**config.mk**
```make
export PLATFORM = sky130hd
export DESIGN_NAME = ps2_kbd_wb
export DESIGN_NICKNAME = d
export VERILOG_FILES = /design/src/rtl/ps2_kbd_wb_pkg.sv /design/src/rtl/ps2_kbd_wb_if.sv /design/src/rtl/ps2_kbd_wb_rx.sv /design/src/rtl/ps2_kbd_wb.sv
export SDC_FILE = /design/constraint.sdc
export NUM_CORES = 1
export LEC_CHECK = 0
export BUFFER_PORTS_ARGS = -buffer_cell sky130_fd_sc_hd__buf_2
export CORE_AREA = 2 2 123 125
export DETAILED_ROUTE_END_ITERATION = 10
export DIE_AREA = 0 0 125 127
export GPL_ROUTABILITY_DRIVEN = 0
export PLACE_DENSITY = 0.76
export SYNTH_ARGS = -nofsm -noshare
export SYNTH_HDL_FRONTEND = slang
export SYNTH_SLANG_ARGS = --single-unit
```
**constraint.sdc**
```tcl
create_clock -name clk_25mhz -period 2.9 [get_ports clk_25mhz]
set_input_delay 0.58 -clock clk_25mhz [delete_from_list [all_inputs] [get_ports clk_25mhz]]
set_output_delay 0.58 -clock clk_25mhz [all_outputs]
set_load 0.02 [all_outputs]
```
**src/rtl/ps2_kbd_wb_pkg.sv**
```systemverilog
// Shared definitions for the PS/2 keyboard Wishbone slave: register map,
// bit positions and the receive state encoding.
package kbd_pkg;

    localparam logic [1:0] REG_DATA   = 2'd0;
    localparam logic [1:0] REG_STATUS = 2'd1;
    localparam logic [1:0] REG_CTRL   = 2'd2;

    localparam int ST_OVF     = 9;
    localparam int ST_PERR    = 8;
    localparam int CTRL_INTEN = 0;
    localparam int CTRL_CLR   = 1;
    localparam int CTRL_FLUSH = 2;

    localparam logic [31:0] EMPTY_WORD = 32'h0000_0100;

    typedef enum logic [1:0] {IDLE, DATA, PARITY, STOP} rx_state_e;

    // PS/2 uses odd parity: data plus parity bit must hold an odd number of ones.
    function automatic logic odd_ok(input logic [7:0] code, input logic par);
        return ^{code, par};
    endfunction

endpackage

```
**src/rtl/ps2_kbd_wb_if.sv**
```systemverilog


interface kbd_rx_if;
    logic [7:0] code;
    logic       valid;
    logic       perr_pulse;

    modport master (output code, valid, perr_pulse);
    modport slave  (input code, valid, perr_pulse);
endinterface

```
**src/rtl/ps2_kbd_wb_rx.sv**
```systemverilog
// PS/2 frame receiver: pin synchronisers, falling-edge detect, frame FSM.
// Optional mid-frame inactivity abort enabled by macro KBD_TIMEOUT_EN.
module ps2_rx
    import kbd_pkg::*;
#(
    parameter int TIMEOUT_CYC = 50000
) (
    input  logic     clk_25mhz,
    input  logic     RSTN,
    input  logic     ps2c,
    input  logic     ps2d,
    kbd_rx_if.master rx
);

    if (TIMEOUT_CYC < 2) begin : g_bad_timeout
        $error("TIMEOUT_CYC must be at least 2");
    end

    // [0] metastable stage, [1] synced level, [2] previous synced level
    logic [2:0] c_sync_q, c_sync_d;
    logic [1:0] d_sync_q, d_sync_d;
    rx_state_e  state_q, state_d;
    logic [2:0] bit_cnt_q, bit_cnt_d;
    logic [7:0] shift_q, shift_d;
    logic       par_q, par_d;
    logic       valid_q, valid_d;
    logic       perr_q, perr_d;
    logic       fall;
    logic       din;

    assign fall = c_sync_q[2] & ~c_sync_q[1];
    assign din  = d_sync_q[1];

`ifdef KBD_TIMEOUT_EN
    localparam int TO_W = $clog2(TIMEOUT_CYC + 1);
    logic [TO_W-1:0] to_cnt_q, to_cnt_d;
`endif

    // NOTE: every always_comb output gets a default first, so no path can infer a latch.
    always_comb begin
        c_sync_d  = {c_sync_q[1:0], ps2c};
        d_sync_d  = {d_sync_q[0], ps2d};
        state_d   = state_q;
        bit_cnt_d = bit_cnt_q;
        shift_d   = shift_q;
        par_d     = par_q;
        valid_d   = 1'b0;
        perr_d    = 1'b0;
        if (fall) begin
            unique case (state_q)
                IDLE: if (!din) begin
                    state_d   = DATA;
                    bit_cnt_d = 3'd0;
                end
                DATA: begin
                    shift_d   = {din, shift_q[7:1]};
                    bit_cnt_d = bit_cnt_q + 3'd1;
                    if (bit_cnt_q == 3'd7) state_d = PARITY;
                end
                PARITY: begin
                    par_d   = din;
                    state_d = STOP;
                end
                STOP: begin
                    state_d = IDLE;
                    if (din) begin
                        valid_d = odd_ok(shift_q, par_q);
                        perr_d  = ~odd_ok(shift_q, par_q);
                    end
                end
                default: state_d = IDLE;
            endcase
        end
`ifdef KBD_TIMEOUT_EN
        to_cnt_d = (state_q == IDLE || fall) ? '0 : to_cnt_q + 1'b1;
        if (state_q != IDLE && !fall && to_cnt_q == TO_W'(TIMEOUT_CYC - 1)) begin
            state_d  = IDLE;
            shift_d  = '0;
            perr_d   = 1'b1;
            to_cnt_d = '0;
        end
`endif
    end

    // NOTE: sequential state uses non-blocking assignments so every flop samples pre-edge values.
    always_ff @(posedge clk_25mhz or negedge RSTN) begin
        if (!RSTN) begin
            c_sync_q  <= 3'b111;
            d_sync_q  <= 2'b11;
            state_q   <= IDLE;
            bit_cnt_q <= '0;
            shift_q   <= '0;
            par_q     <= 1'b0;
            valid_q   <= 1'b0;
            perr_q    <= 1'b0;
        end else begin
            c_sync_q  <= c_sync_d;
            d_sync_q  <= d_sync_d;
            state_q   <= state_d;
            bit_cnt_q <= bit_cnt_d;
            shift_q   <= shift_d;
            par_q     <= par_d;
            valid_q   <= valid_d;
            perr_q    <= perr_d;
        end
    end

`ifdef KBD_TIMEOUT_EN
    always_ff @(posedge clk_25mhz or negedge RSTN) begin
        if (!RSTN) to_cnt_q <= '0;
        else       to_cnt_q <= to_cnt_d;
    end
`endif

    assign rx.code       = shift_q;
    assign rx.valid      = valid_q;
    assign rx.perr_pulse = perr_q;

endmodule

```
**src/rtl/ps2_kbd_wb.sv**
```systemverilog
// PS/2 keyboard Wishbone slave: receiver, scan-code FIFO, DATA/STATUS/CTRL
// registers and level interrupt. Mid-frame timeout optional via KBD_TIMEOUT_EN.
module ps2_kbd_wb
    import kbd_pkg::*;
#(
    parameter int FIFO_DEPTH  = 16,
    parameter int TIMEOUT_CYC = 50000
) (
    input  logic        clk_25mhz,
    input  logic        RSTN,
    input  logic        ps2c,
    input  logic        ps2d,
    input  logic        stb,
    input  logic        we,
    input  logic [31:0] addr,
    input  logic [31:0] dat_i,
    output logic [31:0] dat_o,
    output logic        ack,
    output logic        int_o
);

    localparam int AW = $clog2(FIFO_DEPTH);

    if (FIFO_DEPTH < 2 || (FIFO_DEPTH & (FIFO_DEPTH - 1)) != 0) begin : g_bad_depth
        $error("FIFO_DEPTH must be a power of 2, at least 2");
    end

    kbd_rx_if rx_if ();

    ps2_rx #(.TIMEOUT_CYC(TIMEOUT_CYC)) u_rx (
        .clk_25mhz (clk_25mhz),
        .RSTN      (RSTN),
        .ps2c      (ps2c),
        .ps2d      (ps2d),
        .rx        (rx_if)
    );

    logic [7:0]  mem_q [FIFO_DEPTH];
    logic [AW:0] wr_ptr_q, wr_ptr_d, rd_ptr_q, rd_ptr_d;
    logic        ovf_q, ovf_d, perr_q, perr_d, int_en_q, int_en_d;
    logic        ack_q, ack_d, seen_q, seen_d, int_q, int_d;
    logic [31:0] dat_q, dat_d;
    logic        empty, full, access, pop, push, ctrl_wr;
    logic [AW:0] count_w;
    logic [31:0] count32, status;
    logic [7:0]  cnt8;
    logic        unused_bits;

    assign unused_bits = ^{addr[31:4], addr[1:0], dat_i[31:3]};

    assign empty   = (wr_ptr_q == rd_ptr_q);
    assign full    = (wr_ptr_q[AW] != rd_ptr_q[AW]) && (wr_ptr_q[AW-1:0] == rd_ptr_q[AW-1:0]);
    assign count_w = wr_ptr_q - rd_ptr_q;
    assign count32 = 32'(count_w);
    assign cnt8    = (count32 > 32'd255) ? 8'hFF : count32[7:0];

    always_comb begin
        status          = '0;
        status[ST_OVF]  = ovf_q;
        status[ST_PERR] = perr_q;
        status[7:0]     = cnt8;
    end

    // A held strobe is acked once; seen_q blocks re-entry until stb drops.
    assign access  = stb & ~ack_q & ~seen_q;
    assign pop     = access & ~we & (addr[3:2] == REG_DATA) & ~empty;
    assign push    = rx_if.valid & (~full | pop);
    assign ctrl_wr = access & we & (addr[3:2] == REG_CTRL);

    always_comb begin
        wr_ptr_d = wr_ptr_q + (AW+1)'(push);
        rd_ptr_d = rd_ptr_q + (AW+1)'(pop);
        ovf_d    = ovf_q;
        perr_d   = perr_q;
        int_en_d = int_en_q;
        ack_d    = access;
        seen_d   = stb & (seen_q | access);
        int_d    = int_en_q & ~empty;
        dat_d    = dat_q;
        if (ctrl_wr) begin
            int_en_d = dat_i[CTRL_INTEN];
            if (dat_i[CTRL_CLR]) begin
                ovf_d  = 1'b0;
                perr_d = 1'b0;
            end
            if (dat_i[CTRL_FLUSH]) begin
                wr_ptr_d = '0;
                rd_ptr_d = '0;
            end
        end
        if (rx_if.valid && full && !pop) ovf_d = 1'b1;
        if (rx_if.perr_pulse) perr_d = 1'b1;
        if (access) begin
            dat_d = '0;
            if (!we) begin
                unique case (addr[3:2])
                    REG_DATA:   dat_d = empty ? EMPTY_WORD : {24'h0, mem_q[rd_ptr_q[AW-1:0]]};
                    REG_STATUS: dat_d = status;
                    REG_CTRL:   dat_d = {31'h0, int_en_q};
                    default:    dat_d = '0;
                endcase
            end
        end
    end

    always_ff @(posedge clk_25mhz or negedge RSTN) begin
        if (!RSTN) begin
            wr_ptr_q <= '0;
            rd_ptr_q <= '0;
            ovf_q    <= 1'b0;
            perr_q   <= 1'b0;
            int_en_q <= 1'b0;
            ack_q    <= 1'b0;
            seen_q   <= 1'b0;
            int_q    <= 1'b0;
            dat_q    <= '0;
        end else begin
            wr_ptr_q <= wr_ptr_d;
            rd_ptr_q <= rd_ptr_d;
            ovf_q    <= ovf_d;
            perr_q   <= perr_d;
            int_en_q <= int_en_d;
            ack_q    <= ack_d;
            seen_q   <= seen_d;
            int_q    <= int_d;
            dat_q    <= dat_d;
        end
    end

    // NOTE: FIFO storage has no reset; the pointers alone define which entries are valid.
    always_ff @(posedge clk_25mhz) begin
        if (push) mem_q[wr_ptr_q[AW-1:0]] <= rx_if.code;
    end

    assign dat_o = dat_q;
    assign ack   = ack_q;
    assign int_o = int_q;

endmodule

```
# Yosys cells after proc, flatten, opt, wreduce, memory -nomap -nowiden
# Memories as Yosys holds them, arrays and structs flattened.
# Cells that the tools add are included.
[word_totals]
regBits = 69
ramBits = 128
in_bits = 70
out_inout_bits = 34
elab_cells = 97
mem_count = 1
[mem_list]
columns = ["memory", "words", "width", "rd", "rd_ports_with_merged_regs", "write_ports", "line_no", "source"]
rows = [
  ["mem_q", 16, 8, 1, 0, 1, "ps2_kbd_wb.sv:38", "logic [7:0] mem_q [FIFO_DEPTH];"],
]
[classes]
addsub = 4
magnitude_cmp = 1
n_eq_ne = 11
muxes = 25
bitwise_logic = 20
reduce_logical = 18
[op_table]
columns = ["op", "n"]
rows = [
  ["$pmux W10 S3", 1],
  ["$mux W5", 4],
  ["$mux W1", 12],
  ["$and A1 B1 Y1", 11],
  ["$add A5 B1 Y5", 2],
  ["$mux W10", 1],
  ["$reduce_bool A2 Y1", 5],
  ["$mux W9", 1],
  ["$reduce_xor A9 Y1", 1],
  ["$gt A5 B8 Y1 const B", 1],
  ["$mux W8", 1],
  ["$pmux W2 S4", 1],
  ["$reduce_and A2 Y1", 4],
  ["$not A1 Y1", 7],
  ["$eq A2 B2 Y1 const B", 3],
  ["$pmux W3 S2", 1],
  ["$reduce_and A3 Y1", 2],
  ["$eq A5 B5 Y1", 1],
  ["$sub A5 B5 Y5", 1],
  ["$eq A2 B1 Y1 const B", 2],
  ["$eq A4 B4 Y1", 1],
  ["$logic_not A2 Y1", 2],
  ["$mux W2", 2],
  ["$add A3 B1 Y3 const B", 1],
  ["other kinds (8)", 11],
]

# Depth between registers and ports, before layout
# Gate-level depths: netlist of the first run.
[depth]
ltp_word = 11
depth_mapped = 14
mapped_depth_nobuf = 11

# Cells and area by module
# From an unflattened synthesis of the first run, not the netlist that was laid out.
[unflattened]
hier_cells = 412
hier_area_um2 = 7329.5
[modules_own_cells]
columns = ["mod", "n_inst", "cells_each", "area_per_inst_um2", "seq_area_each_um2"]
rows = [
  ["ps2_kbd_wb", 1, 350, 6402.4, 4494.3],
  ["ps2_rx", 1, 62, 927.1, 531.8],
]

# Worst setup path before layout of the first run
# No wires, ideal clock.
[synth_path]
kind = "reg-to-reg"
startpoint = "reg rd_ptr_q[3]"
endpoint = "mem mem_q[0][0] (enable)"
setup_ns = 0.398
arrival_ns = 2.665
required_time_ns = 2.502
setup_slack_ns = -0.163
path_stages_with_launch = 9
path_buffers = 2
period_less_slack_ns = 3.063
path_cell_list = "dfrtp_1 > buf_2 > clkbuf_1 > inv_1 > ha_1 > nand4_1 > a211o_2 > nand2_1 > nor4b_1"
[synth_via]
elab_chain_len = 7
elab_cells_between_ends = 10
classes_between = "eq/ne: 2; mux: 2; bitwise: 5; reduce/logical: 1"
[synth_lines]
columns = ["element", "line_no", "source"]
rows = [
  ["from (decl)", "ps2_kbd_wb.sv:39", "logic [AW:0] wr_ptr_q, wr_ptr_d, rd_ptr_q, rd_ptr_d;"],
  ["from (signal assigned)", "ps2_kbd_wb.sv:119", "rd_ptr_q <= rd_ptr_d;"],
  ["$eq A5 B5 Y1 or $eq A4 B4 Y1 (tied branches)", "ps2_kbd_wb.sv:51, ps2_kbd_wb.sv:52", ""],
  ["$not A1 Y1 or $logic_and A1 B1 Y1 (tied branches)", "ps2_kbd_wb.sv:66, ps2_kbd_wb.sv:52", ""],
  ["$and A1 B1 Y1 or $not A1 Y1 (tied branches)", "ps2_kbd_wb.sv:66, ps2_kbd_wb.sv:67", ""],
  ["$or A1 B1 Y1 (*)", "ps2_kbd_wb.sv:67", "assign push = rx_if.valid & (~full | pop);"],
  ["$and A1 B1 Y1 (*)", "ps2_kbd_wb.sv:67", ""],
  ["$mux W1 (*)", "ps2_kbd_wb.sv:132", "if (push) mem_q[wr_ptr_q[AW-1:0]] <= rx_if.code;"],
  ["$mux W1 (not written as such) (*)", "ps2_kbd_wb.sv:132", ""],
  ["to (decl)", "ps2_kbd_wb.sv:38", ""],
]
# Every way passes the cells marked *; elsewhere a longest branch is shown, timed or not.

# Worst setup path in the final report of the first run
[layout_path]
startpoint = "reg rd_ptr_q[1]"
endpoint = "mem mem_q[5][4] (enable)"
# Same word-level chain as after synthesis.

==> results.toml, run 1 <==
[status]
status = "complete, no violations"

[cts]
hold_buffers = 0
post_cts.repair.setup_buffers = 0
clkLatencyLatePin_ns = 0.43
clk_path_buf_depth = 2
cts_made_buffers = 17
cts.repair.resized = 0
numClockSinks = 175
path_clk_slew_ns = 0.06
cts_tree = "done"
cts-htree-levels = 4
root_buffer = "clkbuf_16"

[power]
power.leakage_uw = 0.00312
powerDensity_mw_per_mm2 = 833
vdd_ir_drop_max_mv = 0.400

[floorplan]
die_area_mm2 = 0.0159
num_rows = 44
die_w_um = 125
start_util_pct = 51.1
num_io_pins = 104
die_h_um = 127
core_area_mm2 = 0.0144

[critical_path]
rrSetupSlack_ns = 0.20
worstPathCellList = "inv_1 > ha_1 > nand4_1 > a211o_2 > nand4b_1 > nor2_1"
critPathLaunch = "rd_ptr_q[1]"
required_ns = 2.95
r2r_start = "rd_ptr_q[1]"
startpoint_type = "flip-flop"
critPathArrivalTime_ns = 2.74
critPathCaptureType = "flip-flop"
critPathMaxStageDelay_ns = 0.82
cp_slowest_cell = "nor2_1"
cp_max_fo = 8
worstSetupPathType = "flip-flop to flip-flop"

[hold_path]
worstHoldStart = "ps2d"
hold_path.class = "input pin to flip-flop"

[cells_and_area]
nFillCells = 1061
drive_gt1_share_pct = 23.9
design_area_mm2 = 0.00822
synthToLayoutAreaGrowth_pct = 11.6
n_antenna_cell = 0
nNetsFinal = 549
stdcell_count = 660
final_util_pct = 57.0

[routing]
vias = 3642
drc_errors = 0
routedWlPerCell_um = 19.3
dr.pass1.iters = 5
wirelength_mm = 12.8
antenna_left = 0
via_per_inst = 5.52
drtIter0Drc = 297

[synth]
ys_ff_latch = 175
synth_ff_type = "edfxtp_1"
yosysWarnings = 0
yosysTopAreaCellShare_pct = 52.2
synth_edf_count = 128
syn_area_per_cell_um2 = 17.5
syn_area_mm2 = 0.00736
synthTopCellsByArea = "edfxtp_1 52%, dfrtp_1 14%, mux4_2 7.6%, mux4_1 2.5%, ha_1 2.4%"
synth.distinct_cells = 49
seq_area_frac_synth_pct = 68.2
yosysTopAreaCell = "edfxtp_1"
synth_cells = 422
postSynth.asyncResetShare_pct = 26.9

[place]
placed_cell_area_mm2 = 0.00767
dp_hpwl_mm = 8.50
place_inst = 629
portBuffers = 22

[job]
drv_cap = 0

[sta]
grt_setup_unrepaired = "false"
worst_pin_slew_ns = 1.01
finalSetupViolCount = 0
period_share_pct = 93.0
fin_skew_ns = 0.00417
tns_ns = 0
fmax_ghz = 0.371
slew_violations = 0
hold_viol_final = 0
period_minus_slack_ns = 2.70
relSlewSlack_pct = 32.7

[global_routing]
antenna_found_initial = 0
grt_max_degree = 37
gr-total-overflow = 0
grt_pass1_vias = 3727
grt_pass1_wl_mm = 20.8
grtUsageTotal_pct = 17.7
## registers in the layout (all words and copies together) (netlist names), 2 cells and up
register	count
u_rx.c_sync_q	3
wr_ptr_q	5
u_rx.rx.code	8
u_rx.d_sync_q	2
rd_ptr_q	5
mem_q	128
u_rx.bit_cnt_q	3
dat_o	10
u_rx.state_q	2
## power by group
part           switching (uW)  internal [uW]
Sequential                330           3090
Combinational             675            638
Clock                     873           1250
## logic make-up after synthesis
logic type | share of synthesized area, %
AOI/OAI and AO/OA | 3.57
xor gates and xnor gates | 2.33
adders and majority gates | 2.65
buffers and inverters | 4.08
DFF | 68.2
muxes | 14.3
other | 0.0509
and+or+nand+nor | 4.79
## cells in the final DEF, fill, tap and decap left out, drive strengths merged, types with 14 or more instances in the layout
master  synthesis  final
edfxtp        128    128
dfrtp          42     42
buf            30     40
mux4           32     32
conb            1     22
nor2           21     21
clkbuf          8     19
mux2i          17     17
nand2          14     14
ha             14     14
## layout make-up
| cell class | count | area [um2] | share of cell area [%] |
|---|---|---|---|
| Sequential cell | 175 | 5030 | 61.2 |
| Tap cell | 184 | 230 | 2.80 |
| Clock inverter | 12 | 120 | 1.46 |
| Clock buffer | 19 | 433 | 5.27 |
| Timing Repair Buffer | 40 | 245 | 2.98 |
| Multi-Input combinational cell | 219 | 2120 | 25.8 |
| Inverter | 11 | 41.3 | 0.502 |
## stage by stage
stage / setup slack [ns] / hold slack, ns / power [uW]
2_1_floorplan: -0.102 / 0.284 / 4390
3_3_place_gp: 0.179 / 0.346 / 4720
3_5_place_dp: 0.130 / 0.348 / 4800
4_1_cts: 0.189 / 0.227 / 6930
5_1_grt: 0.0704 / 0.227 / 7170
6_report: 0.204 / 0.244 / 6850
## synth_stat cells, types with 4 or more instances
library cell and instances:
edfxtp_1 128, o221ai_1 4, nand3_1 6, xor2_1 7, buf_4 23, nor2_1 21, nor2b_1 6, nand2_1 14
dfstp_2 5, nor3_1 7, xnor2_1 10, buf_2 5, o22ai_1 4, mux4_1 7, o21ai_0 5, mux2_2 12
clkbuf_1 8, inv_1 10, mux2i_1 17, ha_1 14, mux4_2 25, dfrtp_1 42
## routing by layer
layer	GRT usage, %	wire, um	up-vias
met4	7.91	213	0
met5	0	0	-
met1	22.0	5360	1845
met2	30.1	6640	98
met3	4.02	551	17
li1	-	-	1682
## path summary, 6_finish.rpt
path / end / cells past startpoint
max: mem_q[5][4] / 6
min: u_rx.d_sync_q[0] / 1
max reg2reg: mem_q[5][4] / 6
min reg2reg: u_rx.c_sync_q[1] / 0
max in group asynchronous: dat_o[3] / 2
min in group asynchronous: u_rx.rx.code[4] / 1
## worst max-delay path: cells and delay by family (launching register included)
| kind | cells | cell delay [ns] |
|---|---|---|
| and+or+nand+nor | 3 | 1.23 |
| AOI/OAI and AO/OA | 1 | 0.21 |
| buffers and inverters | 1 | 0.13 |
| DFF | 1 | 0.44 |
| adders and majority gates | 1 | 0.30 |
Power figures use the tool's default switching activity.
==> run 2, diff against run 1 <==
--- a/config.mk
+++ b/config.mk
@@ -11,6 +11,7 @@
 export DIE_AREA = 0 0 125 127
 export GPL_ROUTABILITY_DRIVEN = 0
 export PLACE_DENSITY = 0.76
+export REMOVE_ABC_BUFFERS = 1
 export SYNTH_ARGS = -nofsm -noshare
 export SYNTH_HDL_FRONTEND = slang
 export SYNTH_SLANG_ARGS = --single-unit
==> run 2 against run 1 <==
  * Cell area up 0.91%
  * Largest power group unchanged
  * Critical path depth up 5
  * Non-clock buffer count up 6
  * Critical path type unchanged
  * Clock skew up 0.0042 ns
==> results.toml, run 2 (same netlist as run 1, synthesis figures left out) <==
[sta]
grt_setup_unrepaired = "false"
worst_pin_slew_ns = 1.09
tns_ns = 0
hold_viol_final = 0
fin_skew_ns = 0.00832
period_share_pct = 93.8
fmax_ghz = 0.367
period_minus_slack_ns = 2.72
relSlewSlack_pct = 27.5
timing.hold.ws_ns = 0.249
finalSetupViolCount = 0
slew_violations = 0

[cells_and_area]
drive_gt1_share_pct = 25.3
largest_register_ffs = 128
final_cell_mix = "128 x edfxtp_1, 41 x dfrtp_1, 25 x mux4_2"
synthToLayoutAreaGrowth_pct = 12.6
final_common_cell = "edfxtp_1"
nNetsFinal = 555
n_antenna_cell = 0
design_area_mm2 = 0.00830

[floorplan]
die_w_um = 125
num_rows = 44
die_h_um = 127
start_util_pct = 51.1
die_area_mm2 = 0.0159
num_io_pins = 104
core_area_mm2 = 0.0144

[cts]
clk_path_buf_depth = 2
cts-htree-levels = 4
path_clk_slew_ns = 0.06
cts_made_buffers = 17
cts_tree = "done"
numClockSinks = 175
post_cts.repair.setup_buffers = 0
root_buffer = "clkbuf_16"
clkLatencyLatePin_ns = 0.42

[critical_path]
rrSetupSlack_ns = 0.18
critPathMaxStageDelay_ns = 0.45
cp_max_fo = 5
critPathArrivalTime_ns = 3.02
startpoint_type = "flip-flop"
r2r_start = "rd_ptr_q[1]"
critPathLaunch = "rd_ptr_q[1]"
required_ns = 3.20
cp_slowest_cell = "dfrtp_1"
crit_top_cell = "ha_1"
rr_endpoint = "wr_ptr_q[4]"
setup.worst_path.end = "wr_ptr_q[4]"
critPathCaptureType = "flip-flop"
worstSetupPathType = "flip-flop to flip-flop"
r2r_cells = 11
worstPathCellList = "inv_1 > ha_1 > nand4_1 > a211o_2 > nand2_1 > inv_1 > ha_1 > ha_1 > nand3_1 > xor2_1 > nor2_1"

[place]
portBuffers = 22
placed_cell_area_mm2 = 0.00771
dp_hpwl_mm = 8.16

[global_routing]
grtUsageTotal_pct = 17.3
grt_pass1_wl_mm = 20.6
antenna_found_initial = 0
grt_pass1_vias = 3839
gr-total-overflow = 0
use_met1_pct = 22.1
grtUsageMet2_pct = 29.0
gr-max-usage-layer = "met2"
grt_use_met3_pct = 4.52
grt_max_degree = 48

[job]
drv_cap = 0

[power]
power.leakage_uw = 0.00318
vdd_ir_drop_max_mv = 0.473
powerDensity_mw_per_mm2 = 843
totalPowerFinal_uw = 6990

[routing]
drc_errors = 0
dr.pass1.iters = 5
via_per_inst = 5.56
vias = 3700
drtIter0Drc = 325
antenna_left = 0
routedWlPerCell_um = 19.2
wirelength_mm = 12.8

[status]
status = "complete, no violations"

[hold_path]
hold_path.class = "input pin to flip-flop"
-- run 2: what timing repair did --
action | in CTS | in global routing
gates resized for setup | 0 | 0
hold buffers | 0 | 0
endpoints found under the setup margin | 0 | 1
-- run 2: layer usage --
layer	part of all wire, %	up-vias
li1	-	1692
met4	1.8	0
met1	42	1855
met3	5.7	19
met2	51	134
met5	0	-
-- run 2: worst max-delay path, delay by kind of cell (launching register included) --
family	cells	cell delay [ns]
fa+ha+maj	3	0.72
simple gates	4	0.61
buf+inv	2	0.21
flops	1	0.45
xor+xnor	1	0.17
compound gates	1	0.43
-- run 2: final cells by class --
| class | instances | area [um2] |
|---|---|---|
| multi-input combinational | 219 | 2120 |
| inverter | 11 | 41.3 |
| fill | 1091 | 6130 |
| clock buffer | 19 | 433 |
| clock inverter | 12 | 156 |
| sequential | 175 | 5030 |
| timing repair buffer | 46 | 290 |
| tap | 184 | 230 |
-- run 2: power breakdown --
| group | internal, uW | switching, uW | leakage (uW) |
|---|---|---|---|
| registers | 3090 | 326 | 0.00180 |
| logic | 634 | 667 | 0.00109 |
| clock network | 1360 | 923 | 0.000290 |
-- run 2: per-stage QoR --
step	util [%]	setup WS, ns	instances
final	57.5	0.179	666
after global routing	57.5	0.0127	666
after CTS	57.5	0.199	666
after detailed placement	53.4	0.229	635
after global placement	53.4	0.284	635
after floorplan	-	-0.847	405
-- run 2: worst min-delay path by stage --
stage                     cells after the start          endpoint              from  slack, ns
final                                         1  u_rx.c_sync_q[0]              ps2c       0.25
after global routing                          1  u_rx.d_sync_q[0]              ps2d       0.23
after CTS                                     1  u_rx.d_sync_q[0]              ps2d       0.23
after detailed placement                      0  u_rx.d_sync_q[1]  u_rx.d_sync_q[0]       0.35
after global placement                        0  u_rx.c_sync_q[1]  u_rx.c_sync_q[0]       0.35
after floorplan                               0               ack              RSTN       0.28
